`src/rtl/banked_regfile_pkg.sv`:
```
// Shared types and helpers for the banked register file: write-size encoding
// and byte/half/word extension. Widths up to MAX_WIDTH are supported.
package banked_regfile_pkg;

  localparam int unsigned MAX_WIDTH = 64;

  typedef enum logic [1:0] {
    NONE = 2'b00,
    BYTE = 2'b01,
    HALF = 2'b10,
    WORD = 2'b11
  } write_size_e;

  // Callers truncate the result to their register width; the fill bits are
  // uniform, so truncation never changes the extended value.
  function automatic logic [MAX_WIDTH-1:0] extend_write(
    input write_size_e          size,
    input logic                 sext,
    input logic [MAX_WIDTH-1:0] data
  );
    logic [MAX_WIDTH-1:0] result;
    case (size)
      BYTE:    result = {{(MAX_WIDTH-8){sext & data[7]}}, data[7:0]};
      HALF:    result = {{(MAX_WIDTH-16){sext & data[15]}}, data[15:0]};
      default: result = data;
    endcase
    return result;
  endfunction

endpackage

```
`src/rtl/banked_regfile_scoreboard.sv`:
```
// Pending-write tracker: one busy bit per user register plus one for the
// supervisor stack pointer. A lock beats a write to the same entry.
module regfile_scoreboard #(
  parameter int IDXW    = 5,
  parameter int ENTRIES = 17
) (
  input  logic               clk_i,
  input  logic               rst_i,
  input  logic               lock_en,
  input  logic [IDXW-1:0]    lock_idx,
  input  logic               write_hit,
  input  logic [IDXW-1:0]    write_idx,
  output logic [ENTRIES-1:0] busy
);

  // NOTE: sequential state is updated only with non-blocking assignments so
  // every flop samples pre-edge values regardless of block ordering.
  always_ff @(posedge clk_i) begin
    if (rst_i) begin
      busy <= '0;
    end else begin
      for (int i = 0; i < ENTRIES; i++) begin
        if (lock_en && lock_idx == IDXW'(i)) begin
          busy[i] <= 1'b1;
        end else if (write_hit && write_idx == IDXW'(i)) begin
          busy[i] <= 1'b0;
        end
      end
    end
  end

endmodule

```
`src/rtl/banked_regfile.sv`:
```
// Register file with a banked supervisor stack pointer and per-register
// pending-write tracking. Define REGFILE_BYPASS_EN for write-to-read forwarding.
module banked_regfile
  import banked_regfile_pkg::*;
#(
  parameter int WIDTH  = 32,
  parameter int COUNT  = 16,
  parameter int COUNTP = 4,
  parameter int NREAD  = 2,
  parameter int SPREG  = COUNT - 1
) (
  input  logic                    clk_i,
  input  logic                    rst_i,
  input  logic                    supervisor,
  input  logic [NREAD*COUNTP-1:0] read_addr,
  output logic [NREAD*WIDTH-1:0]  read_data,
  output logic [NREAD-1:0]        read_busy,
  input  logic [COUNTP-1:0]       write_addr,
  input  logic [WIDTH-1:0]        write_data,
  input  logic [1:0]              write_en,
  input  logic                    write_sext,
  input  logic                    lock_en,
  input  logic [COUNTP-1:0]       lock_addr,
  output logic [WIDTH-1:0]        ssp_o
);

  // Resolved index space: 0..COUNT-1 are user registers, COUNT is ssp.
  localparam int                IDXW    = COUNTP + 1;
  localparam logic [COUNTP-1:0] SP_ADDR = COUNTP'(SPREG);
  localparam logic [IDXW-1:0]   SSP_IDX = IDXW'(COUNT);

  if (WIDTH < 16 || WIDTH > MAX_WIDTH || (2 ** COUNTP) != COUNT ||
      SPREG < 0 || SPREG >= COUNT) begin : g_param_check
    $error("banked_regfile: illegal parameter combination");
  end

  function automatic logic [IDXW-1:0] resolve(
    input logic [COUNTP-1:0] addr,
    input logic              sup
  );
    return (sup && addr == SP_ADDR) ? SSP_IDX : {1'b0, addr};
  endfunction

  logic [WIDTH-1:0] regs [COUNT+1];
  logic [COUNT:0]   busy;
  logic             wr_active;
  write_size_e      wr_size;
  logic [IDXW-1:0]  wr_idx;
  logic [IDXW-1:0]  lk_idx;
  logic [WIDTH-1:0] wr_value;

  assign wr_size   = write_size_e'(write_en);
  assign wr_active = (wr_size != NONE);
  assign wr_idx    = resolve(write_addr, supervisor);
  assign lk_idx    = resolve(lock_addr, supervisor);
  assign wr_value  = WIDTH'(extend_write(wr_size, write_sext, MAX_WIDTH'(write_data)));
  assign ssp_o     = regs[COUNT];

  // NOTE: the storage array is reset explicitly because cleared registers are
  // architecturally visible; this keeps it in flops rather than a RAM macro.
  always_ff @(posedge clk_i) begin
    if (rst_i) begin
      for (int i = 0; i < COUNT + 1; i++) begin
        regs[i] <= '0;
      end
    end else if (wr_active) begin
      regs[wr_idx] <= wr_value;
    end
  end

  regfile_scoreboard #(
    .IDXW    (IDXW),
    .ENTRIES (COUNT + 1)
  ) u_scoreboard (
    .clk_i     (clk_i),
    .rst_i     (rst_i),
    .lock_en   (lock_en),
    .lock_idx  (lk_idx),
    .write_hit (wr_active),
    .write_idx (wr_idx),
    .busy      (busy)
  );

  // NOTE: every output of this block gets a default before the loop so no
  // path leaves it unassigned, which would otherwise infer a latch.
  always_comb begin
    logic [IDXW-1:0] ridx;
    ridx      = '0;
    read_data = '0;
    read_busy = '0;
    for (int k = 0; k < NREAD; k++) begin
      ridx = resolve(read_addr[k*COUNTP +: COUNTP], supervisor);
      read_data[k*WIDTH +: WIDTH] = regs[ridx];
      read_busy[k]                = busy[ridx];
`ifdef REGFILE_BYPASS_EN
      // A same-cycle lock of the write target still reports busy.
      if (wr_active && ridx == wr_idx) begin
        read_data[k*WIDTH +: WIDTH] = wr_value;
        read_busy[k]                = lock_en && (lk_idx == wr_idx);
      end
`endif
    end
  end

endmodule
```
`config.mk`:
```
export PLATFORM = sky130hd
export DESIGN_NAME = banked_regfile
export DESIGN_NICKNAME = d
export VERILOG_FILES = /design/src/rtl/banked_regfile_pkg.sv /design/src/rtl/banked_regfile_scoreboard.sv /design/src/rtl/banked_regfile.sv
export SDC_FILE = /design/constraint.sdc
export NUM_CORES = 1
export LEC_CHECK = 0
export CAP_MARGIN = 20
export CORE_MARGIN = 2
export CORE_UTILIZATION = 30
export CTS_CLUSTER_DIAMETER = 30
export DETAILED_ROUTE_END_ITERATION = 10
export GPL_TIMING_DRIVEN = 0
export PLACE_DENSITY = 0.57
export SYNTH_ARGS = -nofsm -noshare
export SYNTH_HDL_FRONTEND = slang
export SYNTH_SLANG_ARGS = --single-unit
```
`constraint.sdc`:
```
create_clock -name clk_i -period 5.6 [get_ports clk_i]
set_input_delay 1.12 -clock clk_i [delete_from_list [all_inputs] [get_ports clk_i]]
set_output_delay 1.12 -clock clk_i [all_outputs]
set_load 0.03 [all_outputs]
```
==> Yosys cells after proc, flatten, opt, wreduce, memory -nomap -nowiden <==
Memories as Yosys holds them, arrays and structs flattened.
Cells that the tools add are included.
{ "op_classes": {"bitwise": 2, "mux": 51, "n_reduce_logical": 59, "n_lt_le_gt_ge": 2, "n_eq_ne": 38} }
{ "ops": {"columns": ["operator", "count"], "rows": [
  ["$eq A5 B4 Y1 const B", 16],
  ["$pmux W32 S2", 1],
  ["$mux W1", 42],
  ["$eq A5 B3 Y1 const B", 8],
  ["$logic_and A1 B1 Y1", 38],
  ["$reduce_bool A2 Y1", 18],
  ["$mux W32", 1],
  ["$reduce_or A32 Y1", 1],
  ["$mux W5", 5],
  ["$eq A5 B2 Y1 const B", 4],
  ["$eq A4 B4 Y1 const B", 4],
  ["$lt A5 B6 Y1 const B", 2],
  ["$bmux W1 S5", 2],
  ["$eq A5 B1 Y1 const B", 2],
  ["$eq A5 B5 Y1 const B", 2],
  ["$logic_not A5 Y1", 2],
  ["$and A1 B1 Y1", 2],
  ["$eq A2 B1 Y1 const B", 1],
  ["$eq A2 B2 Y1 const B", 1]
]} }
{ "totals": {"memories": 1, "in_bits": 55, "out_inout_bits": 98, "register_bits": 17, "ram_bits": 544, "elab_cells": 170} }
{ "mem_list": {"columns": ["memory", "words", "width", "rd", "rd_clocked_by_memory_dff", "wr", "line", "rtl"], "rows": [
  ["regs", 17, 32, 3, 0, 17, "banked_regfile.sv:44", "logic [WIDTH-1:0] regs [COUNT+1];"]
]} }

==> Longest topological paths before layout <==
{ "logic_depth": {"word_depth": 7, "mapped_depth": 10} }

==> Modules after synthesis <==
Synthesis repeated with hierarchy kept, for this count alone.
{ "hier_totals": {"hier_cells": 2631, "area_unflattened_um2": 30246.5} }
{ "by_module_without_submodules": {"columns": ["mod", "area_each_um2", "n_inst", "cells_each"], "rows": [
  ["banked_regfile", 29504.5, 1, 2551],
  ["regfile_scoreboard", 742.0, 1, 80]
]} }

==> Worst setup path after synthesis <==
Ideal clock, no wire load.
{ "synth_timing": {"path_kind": "in2reg", "startpoint": "input port write_en[0]", "endpoint": "register u_scoreboard.busy[15]", "path_stages": 6, "path_slack_ns": 0.997, "arrival_time_ns": 4.340, "path_buffers": 0, "setup_time_ns": 0.263, "required_time_ns": 5.337, "path_cell_list": "inv_1 > ha_1 > nor2_1 > nand3_1 > o21ai_0 > o32ai_1"} }
{ "synth_between": {"elab_chain_len": 3} }
{ "synth_rtl": {"columns": ["item", "line", "rtl"], "rows": [
  ["from (decl)", "banked_regfile.sv:20", "input logic [1:0] write_en,"],
  ["$reduce_bool A2 Y1", "banked_regfile.sv:53", "assign wr_active = (wr_size != NONE);"],
  ["$logic_and A1 B1 Y1", "banked_regfile_scoreboard.sv:25", "end else if (write_hit && write_idx == IDXW'(i)) begin"],
  ["$reduce_bool A2 Y1 (no line)", null, null],
  ["to (signal assigned)", "banked_regfile_scoreboard.sv:20", "busy <= '0;"],
  ["to (signal, indexed assignment)", "banked_regfile_scoreboard.sv:24", "busy[i] <= 1'b1;"],
  ["to (signal, indexed assignment)", "banked_regfile_scoreboard.sv:26", "busy[i] <= 1'b0;"],
  ["to (decl)", "banked_regfile_scoreboard.sv:13", "output logic [ENTRIES-1:0] busy"]
]} }
No other way between the ends.
A chain may end at the register's enable or synchronous reset.

==> Worst setup path after layout <==
{ "layout_timing": {"startpoint": "input port read_addr[0]", "endpoint": "output port read_data[2]"} }
{ "layout_between": {"elab_chain_len": 4} }
{ "layout_rtl": {"columns": ["item", "line", "rtl"], "rows": [
  ["from (decl)", "banked_regfile.sv:15", "input logic [NREAD*COUNTP-1:0] read_addr,"],
  ["$eq A4 B4 Y1", "banked_regfile.sv:41", "return (sup && addr == SP_ADDR) ? SSP_IDX : {1'b0, addr};"],
  ["$logic_and A1 B1 Y1", "banked_regfile.sv:41", null],
  ["$mux W5 *", "banked_regfile.sv:41", null],
  ["$mem_v2 Z17 W32 *", null, null],
  ["to (decl)", "banked_regfile.sv:16", "output logic [NREAD*WIDTH-1:0] read_data,"]
]} }
Mark *: on every way between the ends. The rest lies on a longest branch, timed or not.

==> out/metrics.sh <==
ROUTED-WL-MET3_MM=24.9
DRIVE_GT1_FRAC=0.184
WORST_HOLD_STARTPOINT='u_scoreboard.busy[10]'
AREA_DELTA_SYNTH_FINAL_PCT=28.7
COUNT_OF_HOLD_FIX_BUFFERS_INSERTED_AT_CTS=0
DRT.ANTENNA.VIOLATING_NETS=0
WORST_VOLTAGE_DROP_ACROSS_THE_VDD_GRID_uV=324
REGTOREGSTARTPOINT='u_scoreboard.busy[9]'
ROUTED_VIA_DENSITY=6.29
SEQPWRFRAC=0.334
OUTCOME='complete, but fails checks'
SYNTH.CELLS.MOST_FREQUENT='edfxtp_1 (544), nor2_1 (453), nand2_1 (291), mux2i_1 (181), clkbuf_1 (148)'
HEIGHT_OF_THE_CHIP_UM=321
YS_SEQ_AREA_FRAC=0.554
MAX_FREQ_GHz=0.172
CLOCK_SINKS=561
SYNTH-ASYNC-RESET-RATIO=0
SYNTH-XOR-AREA-SHARE=0
POWERDENSITY_nW_PER_UM2=390
GRT_PASS1_WL_MM=211
PRECTSSETUPSLACK_NS=-1.08
GRT-OVFL-TOTAL=0
SYNTH_COMPOUND_GATE_AREA_SHARE=0.133
FIN_UTIL=0.389
YS_FF_LATCH=561
CRITICAL_PATH_ARRIVAL_NS=4.71
RSZ0062_AT_GRT='yes'
MET2WIRELENGTH_MM=63.7
TIMING.CRITICAL_PATH.SLOWEST_CELL_DELAY_NS=0.64
LAYOUTNONFILLERINSTCOUNT=4474
PLACEABLECOREAREA_UM2=99700
WORST-R2R-CELL-COUNT=2
CTS-BUFFERS-INSERTED=136
DESIGN.DIE.AREA_UM2=103000
COMB_POWER_SHARE=0.144
SYNTH_ENABLE_FLOP_CELLS=544
TIMING.REG2REG.SETUP_SLACK_NS=4.88
CHAIN_OF_CELLS_FORMING_THE_CRITICAL_PATH='buf_2 > buf_2 > buf_2 > buf_2 > a21oi_1 > o22ai_1 > a32oi_1 > a32oi_1 > nand2_1 > clkdlybuf4s50_1'
WHS_ENDPOINT='u_scoreboard.busy[10]'
CORE.ROWCOUNT=116
INITIAL_CORE_UTIL=0.302
ROUTE.FINAL.WIRE_LENGTH_MM=158
GRT_MAX_DEGREE=32
TIMING.RR.END='u_scoreboard.busy[9]'
VIAS=28120
HOLD_VIOL_FINAL=0
FINAL_MIN_PERIOD_OVER_CLOCK_PERIOD=1.04
LEAKAGE_uW=0.0145
POSTLAYOUTSETUPSLACKWORST_NS=-0.230
CRITICAL_PATH_CLASS='primary input to output pin'
CLK_NETWORK_PWR_SHARE=0.521
REQUIRED_NS=4.48
CRIT_PATH_START_KIND='primary input'
NUMBER_OF_CELLS_ON_THE_WORST_HOLD_PATH=2
AVGSYNTHCELLAREA_UM2=11.0
DRT-INITIAL-DRC-COUNT=5065
MAX_SLEW.WORST_PIN.SLEW_NS=1.14
NUMBER_OF_GLOBAL_ROUTE_VIAS_BEFORE_REPAIR=26287
POWER.SWITCHING_uW=4350
SYNTH.TOP_CELLS.BY_AREA='edfxtp_1 (54%), mux2i_1 (6.0%), nor2_1 (5.6%)'
SYNTH_TOP_FAMILY_BY_AREA='simple AND/OR/NAND/NOR gates'
INSERTION_DELAY_NS=0.74
CTSHTREEMAXLEVEL=4
CLK_PATH_BUF_DEPTH=3
SYNTHESIS.NETS=2803
PORT-BUFFER-COUNT=147
SYNTH-ADDER-AREA-SHARE=0.00125
CPMAXSTAGEDELAYCELL='clkdlybuf4s50_1'
INTERNAL-POWER_uW=10800
WORSTPATHMAXFANOUT=10
CTS.ROOT.BUFFER_CELL='clkbuf_16'
NUMPLACEDINSTANCES=4216
FINAL-MAX-SLEW-VIOLATION-COUNT=0
VIOLATIONS='negative setup slack'
IOS=153
SYNTH_MOST_COMMON_CELL='edfxtp_1'
SYNTHSIMPLEGATEAREAFRAC=0.149
MIN_PATH_TYPE='flip-flop to flip-flop'
GP_CONGESTION=1.07
CP_COMMON_CELL='buf_2'
SYNTH-WARNING-COUNT=0
TIMING.MAX_SLEW.REL_SLACK=0.237
SYNTH_MUX_AREA_FRAC=0.117
DRTPASS1ITERATIONS=7
DRC=0
SWITCHING_SHARE=0.288
HIGHEST-SIGNAL-LAYER='met5'
DIEWIDTH_UM=321
WL_MET1_MM=55.9
PERIOD_MINUS_SLACK_NS=5.83
SYNTHDOMINANTAREACELLTYPE='edfxtp_1'
PLACE_HPWL_MM=112
SYNTH.DISTINCT_CELLS=61
CTS_TREE='yes'
MAXCAPVIOLATIONS=0
WORSTSETUPENDPOINTTYPE='output pin'
FIN_SKEW_NS=0
ANTENNA_FOUND_INITIAL=14
WORST_SETUP_HOLD_PATH_CLK_SLEW_NS=0.05
POST-SYNTH-TOP-AREA-FRACTION=0.543
POST_SYNTH_INST_COUNT=2745
POSTSYNTH.TOPFLOPCELL='edfxtp_1'
SYN_AREA_UM2=30100
GRTUSAGETOTAL=0.300
FINAL_NET_COUNT=3120
REPORT.FINAL.SETUP_VIOL=26
ROUTE.DETAILED.WL_PER_INST_UM=35.4
per-layer routing:
layer	global-route usage	vias to the layer above
met2	0.416	2721
met1	0.374	13837
met4	0.222	6
li1	-	10949
met3	0.119	607
met5	0	-
power groups by stage:
stage	combinational [uW]	clock [uW]	sequential (uW)
floorplan	1040	0	5070
global placement	2000	0	5120
detailed placement	2060	0	5110
CTS	2080	7800	5040
global route	2200	8030	5070
finish	2180	7880	5050
cells by family (layout without fill, tap and decap cells):
logic type | Yosys count | in the layout
and+or+nand+nor | 1020 | 1020
DFF | 561 | 561
buffers and inverters | 305 | 730
adders and majority gates | 3 | 3
muxes | 271 | 271
other | 0 | 6
AOI/OAI and AO/OA | 585 | 585
layout make-up:
cell class | count | area (um2)
Timing Repair Buffer | 181 | 2030
Clock buffer | 154 | 3470
Buffer | 271 | 1460
Tap cell | 1298 | 1620
Sequential cell | 561 | 16700
Antenna cell | 6 | 15.0
Fill cell | 9555 | 61000
Multi-Input combinational cell | 1879 | 12300
Inverter | 32 | 125
Clock inverter | 92 | 1050
sequential cells by signal, indices dropped and copies added, names as in the netlist:
name / flops
regs: 544
u_scoreboard.busy: 17
timing repair:
action	4_1_cts	5_1_grt
cloned	0	0
gates resized for setup	152	52
pin swaps	2	0
endpoints found under the setup margin	66	38
buffers inserted	8	0
metrics by stage:
stage | setup TNS (ns) | total power (uW) | cell area [um2] | hold WS [ns]
2_1_floorplan | 0 | 6120 | 30100 | 0.446
3_3_place_gp | -182.75 | 7120 | 33200 | 0.480
3_5_place_dp | -50.54 | 7160 | 33800 | 0.486
4_1_cts | -0.0233 | 14900 | 38600 | 0.498
5_1_grt | -0.000248 | 15300 | 38700 | 0.523
6_report | -2.19 | 15100 | 38700 | 0.503
how the worst max path moves through the flow:
stage	cells after the start	start	endpoint	slack, ns
6_report	10	read_addr[0]	read_data[2]	-0.23
5_1_grt	9	read_addr[3]	read_data[10]	-0.0002
4_1_cts	10	read_addr[3]	read_data[20]	-0.02
3_5_place_dp	10	read_addr[7]	read_data[44]	-1.08
3_3_place_gp	7	write_en[0]	u_scoreboard.busy[15]	-2.26
2_1_floorplan	6	write_en[0]	u_scoreboard.busy[15]	1.0
critical path: cells and delay by family:
| kind | cells | cell delay [ns] |
|---|---|---|
| buffers and inverters | 5 | 2.48 |
| AO/OA/AOI/OAI | 4 | 0.86 |
| AND/OR/NAND/NOR | 1 | 0.21 |
layout by cell type (no fill, tap or decap), types with 28 or more instances in the layout:
cell type and instances:
nor2_1 450, mux2i_1 181, o21ai_0 92, edfxtp_1 544, a211oi_1 39, a21oi_1 124, a221oi_1 32, nand2_1 275
nand3_1 44, inv_1 28, clkbuf_1 121, buf_2 65, o22ai_1 54, a22oi_1 47, buf_4 54, and3_1 130
a31oi_1 45, clkdlybuf4s50_1 105, nor2b_1 39, mux2_2 28, clkbuf_16 136, mux4_2 61
Power figures use the tool's default switching activity.
